<file path="config.mk">
export PLATFORM = sky130hd
export DESIGN_NAME = mem_dram_ctrl
export DESIGN_NICKNAME = d
export VERILOG_FILES = /design/src/rtl/mem_dram_ctrl.sv
export SDC_FILE = /design/constraint.sdc
export NUM_CORES = 1
export LEC_CHECK = 0
export BUFFER_PORTS_ARGS = -buffer_cell sky130_fd_sc_hd__buf_2
export CAP_MARGIN = 20
export CELL_PAD_IN_SITES_DETAIL_PLACEMENT = 1
export CELL_PAD_IN_SITES_GLOBAL_PLACEMENT = 1
export CORE_MARGIN = 5
export CORE_UTILIZATION = 32
export DETAILED_ROUTE_END_ITERATION = 10
export PLACE_DENSITY = 0.77
export SETUP_SLACK_MARGIN = 0.02
export SYNTH_ARGS = -nofsm -noshare
export SYNTH_HDL_FRONTEND = slang
export SYNTH_SLANG_ARGS = --single-unit
</file>
<file path="constraint.sdc">
create_clock -name clk -period 2.4 [get_ports clk]
set_clock_uncertainty 0.2 [all_clocks]
set_input_delay 0.48 -clock clk [delete_from_list [all_inputs] [get_ports clk]]
set_output_delay 0.48 -clock clk [all_outputs]
set_load 0.01 [all_outputs]
</file>
<file path="src/rtl/mem_dram_ctrl.sv">
// MEM-stage DRAM access sequencer: turns one pipeline memory request into registered
// DRAM read/write cycles. Sub-word stores go through read-modify-write via the aligner.
module mem_dram_ctrl #(
    parameter int ADDR_W = 14,
    parameter int RD_LAT = 1
) (
    input  logic              clk,
    input  logic              rst,
    input  logic              mem_req,
    input  logic [1:0]        mem_we,
    input  logic              mem_re,
    input  logic [31:0]       mem_addr,
    input  logic [31:0]       mem_wdata,
    input  logic [31:0]       merged_wdata,
    input  logic [31:0]       dram_rdata,
    output logic [ADDR_W-1:0] dram_addr,
    output logic              dram_we,
    output logic [31:0]       dram_wdata,
    output logic [31:0]       rdata_q,
    output logic              load_valid,
    output logic              misalign,
    output logic              stall
);

    localparam logic [1:0] IDLE    = 2'd0;
    localparam logic [1:0] RD_WAIT = 2'd1;
    localparam logic [1:0] WR      = 2'd2;
    localparam logic [1:0] RESP    = 2'd3;
    localparam logic [1:0] RD_LAST = 2'(RD_LAT - 1);

    logic [1:0] state;
    logic [1:0] rd_cnt;
    logic       is_load;
    logic       wr_ph;
    logic       accept_able;
    logic       misaligned;
    logic       word_store;

    // Request decode; a store size other than none always wins over mem_re.
    always_comb begin
        accept_able = (mem_we != 2'b00) || mem_re;
        misaligned  = ((mem_we == 2'b11) && (mem_addr[1:0] != 2'b00)) ||
                      ((mem_we == 2'b10) && mem_addr[0]);
        word_store  = (mem_we == 2'b11) && (mem_addr[1:0] == 2'b00);
    end

    // Hold the pipeline while a request is being accepted or is in flight.
    always_comb begin
        if (rst) begin
            stall = 1'b0;
        end else begin
            stall = ((state == IDLE) && mem_req && accept_able) ||
                    (state == RD_WAIT) || (state == WR);
        end
    end

    // Access sequencer; wr_ph=1 means dram_wdata is valid and dram_we is being issued.
    always_ff @(posedge clk) begin
        if (rst) begin
            state      <= IDLE;
            rd_cnt     <= 2'd0;
            is_load    <= 1'b0;
            wr_ph      <= 1'b0;
            dram_addr  <= '0;
            dram_we    <= 1'b0;
            dram_wdata <= 32'd0;
            rdata_q    <= 32'd0;
            load_valid <= 1'b0;
            misalign   <= 1'b0;
        end else begin
            dram_we    <= 1'b0;
            load_valid <= 1'b0;
            misalign   <= 1'b0;
            case (state)
                IDLE: begin
                    if (mem_req && accept_able) begin
                        dram_addr <= mem_addr[ADDR_W+1:2];
                        rd_cnt    <= 2'd0;
                        if (misaligned) begin
                            misalign <= 1'b1;
                            state    <= RESP;
                        end else if (word_store) begin
                            dram_wdata <= mem_wdata;
                            dram_we    <= 1'b1;
                            wr_ph      <= 1'b1;
                            state      <= WR;
                        end else begin
                            is_load <= (mem_we == 2'b00);
                            state   <= RD_WAIT;
                        end
                    end else begin
                        state <= IDLE;
                    end
                end
                RD_WAIT: begin
                    if (rd_cnt == RD_LAST) begin
                        rdata_q <= dram_rdata;
                        rd_cnt  <= 2'd0;
                        if (is_load) begin
                            load_valid <= 1'b1;
                            state      <= RESP;
                        end else begin
                            wr_ph <= 1'b0;
                            state <= WR;
                        end
                    end else begin
                        rd_cnt <= rd_cnt + 2'd1;
                    end
                end
                WR: begin
                    // First RMW write cycle: the aligner has just seen the new rdata_q.
                    if (!wr_ph) begin
                        dram_wdata <= merged_wdata;
                        dram_we    <= 1'b1;
                        wr_ph      <= 1'b1;
                    end else begin
                        state <= RESP;
                    end
                end
                RESP: begin
                    state <= IDLE;
                end
                default: begin
                    state <= IDLE;
                end
            endcase
        end
    end

endmodule

</file>
# Word level (Yosys, flattened, before mapping)
# Cells that the tools add are included.
[word_totals] reg_bits=87 in_bits=134 out_inout_bits=82 wordCells=86
[op_classes] addsub=1 n_eq_ne=12 n_mux=29 bitwise=6 reduce_logical=28
[op_table] op="32-bit 2-to-1 mux" count=4
[op_table] op="32-bit case mux with 2 select lines" count=1
[op_table] op="2-bit 2-to-1 mux" count=7
[op_table] op="1-bit 2-to-1 mux" count=13
[op_table] op="2-bit inequality test, second input constant" count=5
[op_table] op="2-bit equality test, second input constant" count=4
[op_table] op="2-bit zero test" count=4
[op_table] op="2-bit case mux with 4 select lines" count=1
[op_table] op="2-bit AND reduction" count=4
[op_table] op="2-bit nonzero test" count=4
[op_table] op="1-bit logical AND" count=6
[op_table] op="1-bit NOT" count=6
[op_table] op="6-bit AND reduction" count=1
[op_table] op="3-bit OR reduction" count=2
[op_table] op="5-bit AND reduction" count=1
[op_table] op="1-bit logical OR" count=4
[op_table] op="2-bit by 1-bit inequality test with 1-bit output, second input constant" count=2
[op_table] op="2-bit case mux with 2 select lines" count=1
[op_table] op="4-bit AND reduction" count=1
[op_table] op="1-bit case mux with 3 select lines" count=1
[op_table] op="3-bit nonzero test" count=1
[op_table] op="2-bit by 1-bit adder with 2-bit output, second input constant" count=1
[op_table] op="2-bit by 1-bit equality test with 1-bit output, second input constant" count=1
[op_table] op="1-bit case mux with 2 select lines" count=1

# Logic depth before layout (Yosys ltp)
[logic_depth] word_depth=6 mapped_depth=7 mapped_depth_nobuf=5

# Least setup slack after synthesis
# No wires, ideal clock.
[synth_path] kind="register to register" startpoint="register state[0]" endpoint="register dram_wdata[0]" setup_time_ps=121 arrival_ps=1834 required_ps=2079 slack_ps=245 stages_incl_launch_ff=8 n_path_buf=2 synth_period_minus_slack_ps=2155 path_cell_list="dfxtp_1 -> inv_1 -> ha_1 -> buf_6 -> nand2b_1 -> a221o_4 -> buf_12 -> mux2_4"
[synth_between] elab_chain_cells=3 word_cells_on_any_way=9 cone_classes="eq/ne: 5; mux: 1; reduce/logical: 3"
[synth_lines] item="start, declared" line="31" source="logic [1:0] state;"
[synth_lines] item="start signal, assigned" line="60" source="state <= IDLE;"
[synth_lines] item="start signal, assigned" line="81" source="state <= RESP;"
[synth_lines] item="start signal, assigned" line="86" source="state <= WR;"
[synth_lines] item="2-bit equality test or 2-bit zero test (tied branches)" line="74" source="case (state)"
[synth_lines] item="2-bit inequality test (no source line) (tied with other cells)"
[synth_lines] item="5-bit AND reduction (no source line)"
[synth_lines] item="end signal, assigned" line="83" source="dram_wdata <= mem_wdata;"
[synth_lines] item="end signal, assigned" line="113" source="dram_wdata <= merged_wdata;"
[synth_lines] item="end, declared" line="18" source="output logic [31:0] dram_wdata,"
# Several ways; a longest one is shown, not always the timed one.
# A chain may end at the register's enable or synchronous reset.

# Final worst setup path
[layout_path] startpoint="register state[0]" endpoint="register dram_wdata[26]"
# Same word-level chain as after synthesis.

==> metrics.txt <==
# TYPE chip_impl_metric gauge
chip_impl_metric{name="tritoncts_num_sinks",unit=""} 87
chip_impl_metric{name="cell_internal_pwr",unit="mW"} 3.38
chip_impl_metric{name="overflow",unit=""} 0
chip_impl_metric{name="wire_per_inst",unit="um"} 15.0
chip_impl_info{name="library_cell_with_the_highest_instance_count_after_synthesis",value="sky130_fd_sc_hd__nand2_1"} 1
chip_impl_metric{name="ys_async_sr_fraction",unit="%"} 0
chip_impl_metric{name="drc",unit=""} 0
chip_impl_metric{name="routed_metal_1_wire_length",unit="mm"} 4.90
chip_impl_info{name="critPathCaptureType",value="flop"} 1
chip_impl_metric{name="cp_data_required_time",unit="ns"} 2.42
chip_impl_metric{name="design.final.nets",unit=""} 774
chip_impl_metric{name="core_area",unit="um2"} 12500
chip_impl_info{name="r2r_start",value="state[0]"} 1
chip_impl_metric{name="groute.usage.overall",unit="%"} 15.6
chip_impl_metric{name="route.final.wire_length",unit="mm"} 12.2
chip_impl_info{name="ys_top_cells_by_area",value="sky130_fd_sc_hd__dfxtp_1 43%, sky130_fd_sc_hd__mux2_4 11%, sky130_fd_sc_hd__nand2_1 8.8%, sky130_fd_sc_hd__mux2i_1 7.9%, sky130_fd_sc_hd__a21oi_1 6.5%"} 1
chip_impl_info{name="regToRegEndpoint",value="dram_wdata[26]"} 1
chip_impl_metric{name="postCtsSetupRepairBufs",unit=""} 0
chip_impl_metric{name="starting_utilization_of_the_core_area",unit="%"} 32.4
chip_impl_metric{name="met2WireLength",unit="mm"} 5.47
chip_impl_metric{name="peakVddDrop",unit="mV"} 0.321
chip_impl_metric{name="finalWeightedCongestion",unit=""} 0.743
chip_impl_info{name="tritoncts",value="yes"} 1
chip_impl_metric{name="clock_path_buffers",unit=""} 2
chip_impl_metric{name="dpl.hpwl",unit="mm"} 9.25
chip_impl_metric{name="area_delta_synth_final",unit="%"} 35.7
chip_impl_metric{name="num_antenna_cells",unit=""} 0
chip_impl_metric{name="fillers",unit=""} 1586
chip_impl_metric{name="die_height",unit="um"} 123
chip_impl_metric{name="synth.top_cell.area_share",unit="%"} 42.9
chip_impl_metric{name="place.detailed.instances",unit=""} 794
chip_impl_metric{name="synth-seq-cells",unit=""} 87
chip_impl_metric{name="cts.htree.levels",unit=""} 3
chip_impl_metric{name="swShare",unit="%"} 31.3
chip_impl_metric{name="first_global_vias",unit=""} 3933
chip_impl_metric{name="drt-vias-per-instance",unit=""} 4.66
chip_impl_metric{name="worstPathArrival",unit="ns"} 2.30
chip_impl_metric{name="hold-worst-slack",unit="ns"} 0.179
chip_impl_info{name="ys.flop_type",value="sky130_fd_sc_hd__dfxtp_1"} 1
chip_impl_metric{name="path_clk_slew",unit="ns"} 0.07
chip_impl_metric{name="postRouteAntennaNets",unit=""} 0
chip_impl_metric{name="layout_min_cycle_time",unit="ns"} 2.28
chip_impl_metric{name="num_vias",unit=""} 3776
chip_impl_metric{name="cts_buffers",unit=""} 9
chip_impl_metric{name="synth.net_count",unit=""} 585
chip_impl_info{name="worst_setup_path_startpoint",value="state[0]"} 1
chip_impl_metric{name="yosys.cell_types.count",unit=""} 33
chip_impl_metric{name="clock_latency",unit="ns"} 0.33
chip_impl_metric{name="cts_hold_buffers",unit=""} 0
chip_impl_metric{name="timing.max_cap.violations",unit=""} 0
chip_impl_metric{name="clkPwrFrac",unit="%"} 30.8
chip_impl_metric{name="crit_path_max_fanout",unit=""} 32
chip_impl_metric{name="largest_net_degree_at_the_start_of_global_routing",unit=""} 35
chip_impl_metric{name="power_share_of_the_sequential_group",unit="%"} 36.5
chip_impl_info{name="min_from",value="dram_rdata[13]"} 1
chip_impl_metric{name="grt_pass1_wl",unit="mm"} 18.7
chip_impl_metric{name="dieWidth",unit="um"} 123
chip_impl_metric{name="final_hold_vios",unit=""} 0
chip_impl_metric{name="synth-edff-count",unit=""} 0
chip_impl_info{name="setup.worst_path.class",value="flop to flop"} 1
chip_impl_metric{name="drt_pass1_iterations",unit=""} 4
chip_impl_metric{name="antenna_found_initial",unit=""} 0
chip_impl_metric{name="regToRegSetupSlack",unit="ns"} 0.12
chip_impl_metric{name="numPortBuffers",unit=""} 199
chip_impl_info{name="worstHoldPathType",value="primary input to flop"} 1
chip_impl_metric{name="setup_failing_eps_final",unit=""} 0
chip_impl_metric{name="design.die.area",unit="um2"} 15000
chip_impl_info{name="cp-start-kind",value="flop"} 1
chip_impl_metric{name="final_layout_size_suffix_gt1_share",unit="%"} 41.4
chip_impl_metric{name="detail_route.iter0.violations",unit=""} 151
chip_impl_metric{name="report.final.slew_viol_count",unit=""} 0
chip_impl_info{name="synth_top_area_cell",value="sky130_fd_sc_hd__dfxtp_1"} 1
chip_impl_metric{name="fmax",unit="GHz"} 0.439
chip_impl_info{name="unrepaired_setup_endpoints_after_global_routing",value="true"} 1
chip_impl_metric{name="postSynthAreaPerCell",unit="um2"} 9.13
chip_impl_metric{name="synth_area",unit="um2"} 4060
chip_impl_metric{name="layout.cells.non_filler",unit=""} 810
chip_impl_metric{name="io_count",unit=""} 216
chip_impl_metric{name="depth_of_the_worst_hold_timing_path",unit=""} 3
chip_impl_metric{name="synthesized_instance_count",unit=""} 444
chip_impl_metric{name="p_leak",unit="nW"} 2.61
chip_impl_metric{name="routed_length_on_met3",unit="mm"} 1.55
chip_impl_metric{name="worstMarginPinSlew",unit="ns"} 0.615
chip_impl_info{name="cts_root_buf",value="sky130_fd_sc_hd__clkbuf_16"} 1
chip_impl_metric{name="power.density_cell_area",unit="nW/um2"} 894
chip_impl_metric{name="reg2reg_depth",unit=""} 5
chip_impl_info{name="yosys-top-cells-count",value="95 x sky130_fd_sc_hd__nand2_1, 87 x sky130_fd_sc_hd__dfxtp_1, 53 x sky130_fd_sc_hd__a21oi_1"} 1
chip_impl_metric{name="ys.warnings.count",unit=""} 0
chip_impl_metric{name="floorplan.rows",unit=""} 41
chip_impl_info{name="status",value="complete, no violations"} 1
chip_impl_metric{name="power_switching",unit="mW"} 1.54
chip_impl_info{name="top_signal_layer_used",value="met4"} 1
chip_impl_metric{name="share_of_the_yosys_chip_area_belonging_to_registers",unit="%"} 42.9
chip_impl_metric{name="ratio_of_final_minimum_period_to_clock_period",unit="%"} 94.9
chip_impl_metric{name="slew_headroom",unit="%"} 59.0
chip_impl_info{name="holdPathEnd",value="rdata_q[13]"} 1
chip_impl_metric{name="pwr-share-comb",unit="%"} 32.7
layout by cell type, fill, tap and decap left out, types with 4 or more instances in the layout:
cell type                   instances
sky130_fd_sc_hd__buf_2            198
sky130_fd_sc_hd__nand2_1           95
sky130_fd_sc_hd__dfxtp_1           87
sky130_fd_sc_hd__a21oi_1           53
sky130_fd_sc_hd__nor2b_1           36
sky130_fd_sc_hd__nor2_1            35
sky130_fd_sc_hd__mux2i_1           32
sky130_fd_sc_hd__mux2_4            30
sky130_fd_sc_hd__buf_4             10
sky130_fd_sc_hd__clkbuf_16          9
sky130_fd_sc_hd__nand2b_1           6
sky130_fd_sc_hd__inv_1              5
sky130_fd_sc_hd__ha_1               5
sky130_fd_sc_hd__o21ai_0            4
flip-flops by register name, indices dropped and copies added, names as in the netlist, 2 cells and up:
signal      count
dram_addr      14
dram_wdata     32
state           2
rd_cnt          2
rdata_q        32
critical path: stages, from the launching register on:
cell                       delay, ns
sky130_fd_sc_hd__dfxtp_1        0.34
sky130_fd_sc_hd__inv_1          0.12
sky130_fd_sc_hd__ha_2           0.23
sky130_fd_sc_hd__nand2b_1       0.15
sky130_fd_sc_hd__a221o_4        0.70
sky130_fd_sc_hd__mux2_4         0.38
worst max-delay path by stage:
stage	cells past startpoint	end	slack [ns]
final	5	dram_wdata[26]	0.12
after global placement	5	dram_wdata[14]	0.20
after detailed placement	5	dram_wdata[27]	0.11
after CTS	5	stall	0.08
after global routing	5	stall	-0.02
after floorplan	7	dram_wdata[0]	0.24
final cells by class:
class	count	area [um2]	share of cell area, %
Multi-Input combinational cell	322	2130	38.8
Clock inverter	6	90.1	1.64
Timing Repair Buffer	208	1070	19.4
Clock buffer	10	239	4.34
Inverter	5	18.8	0.341
Tap cell	172	215	3.91
Sequential cell	87	1740	31.6
power groups by stage:
stage | Clock, mW | Sequential (mW) | Combinational, mW
after detailed placement | 0 | 1.83 | 1.63
after global placement | 0 | 1.81 | 1.57
after global routing | 1.63 | 1.82 | 1.76
after CTS | 1.57 | 1.80 | 1.64
after floorplan | 0 | 1.92 | 1.03
final | 1.52 | 1.79 | 1.61
per-stage QoR:
step / setup slack, ns / utilization, % / instance area (um2) / total power, mW / setup TNS, ns
floorplan: 0.245 / - / 4060 / 2.95 / 0
global placement: 0.199 / 41.3 / 5170 / 3.38 / 0
detailed placement: 0.110 / 41.3 / 5170 / 3.46 / 0
CTS: 0.0835 / 44.0 / 5500 / 5.01 / 0
global route: -0.0157 / 44.0 / 5500 / 5.22 / -0.0157
finish: 0.122 / 44.0 / 5500 / 4.92 / 0
cells by family (layout without fill, tap and decap cells):
logic type	after synthesis	after routing	share of synthesized area, %
flops	87	87	42.9
fa+ha+maj	7	7	2.16
mux	64	64	19.6
simple gates	182	182	20.8
buf+inv	35	229	4.75
compound gates	69	69	9.81
timing repair:
action / in CTS / in global routing
gates resized for setup: 1 / 0
setup endpoints to repair: 1 / 3
pin swaps: 0 / 1
layer usage:
layer / GRT usage, % / up-vias
met4: 6.44 / 0
met2: 25.6 / 164
met5: 0 / -
met3: 7.33 / 17
met1: 17.5 / 1742
li1: - / 1853
(Power assumes the default switching activity.)
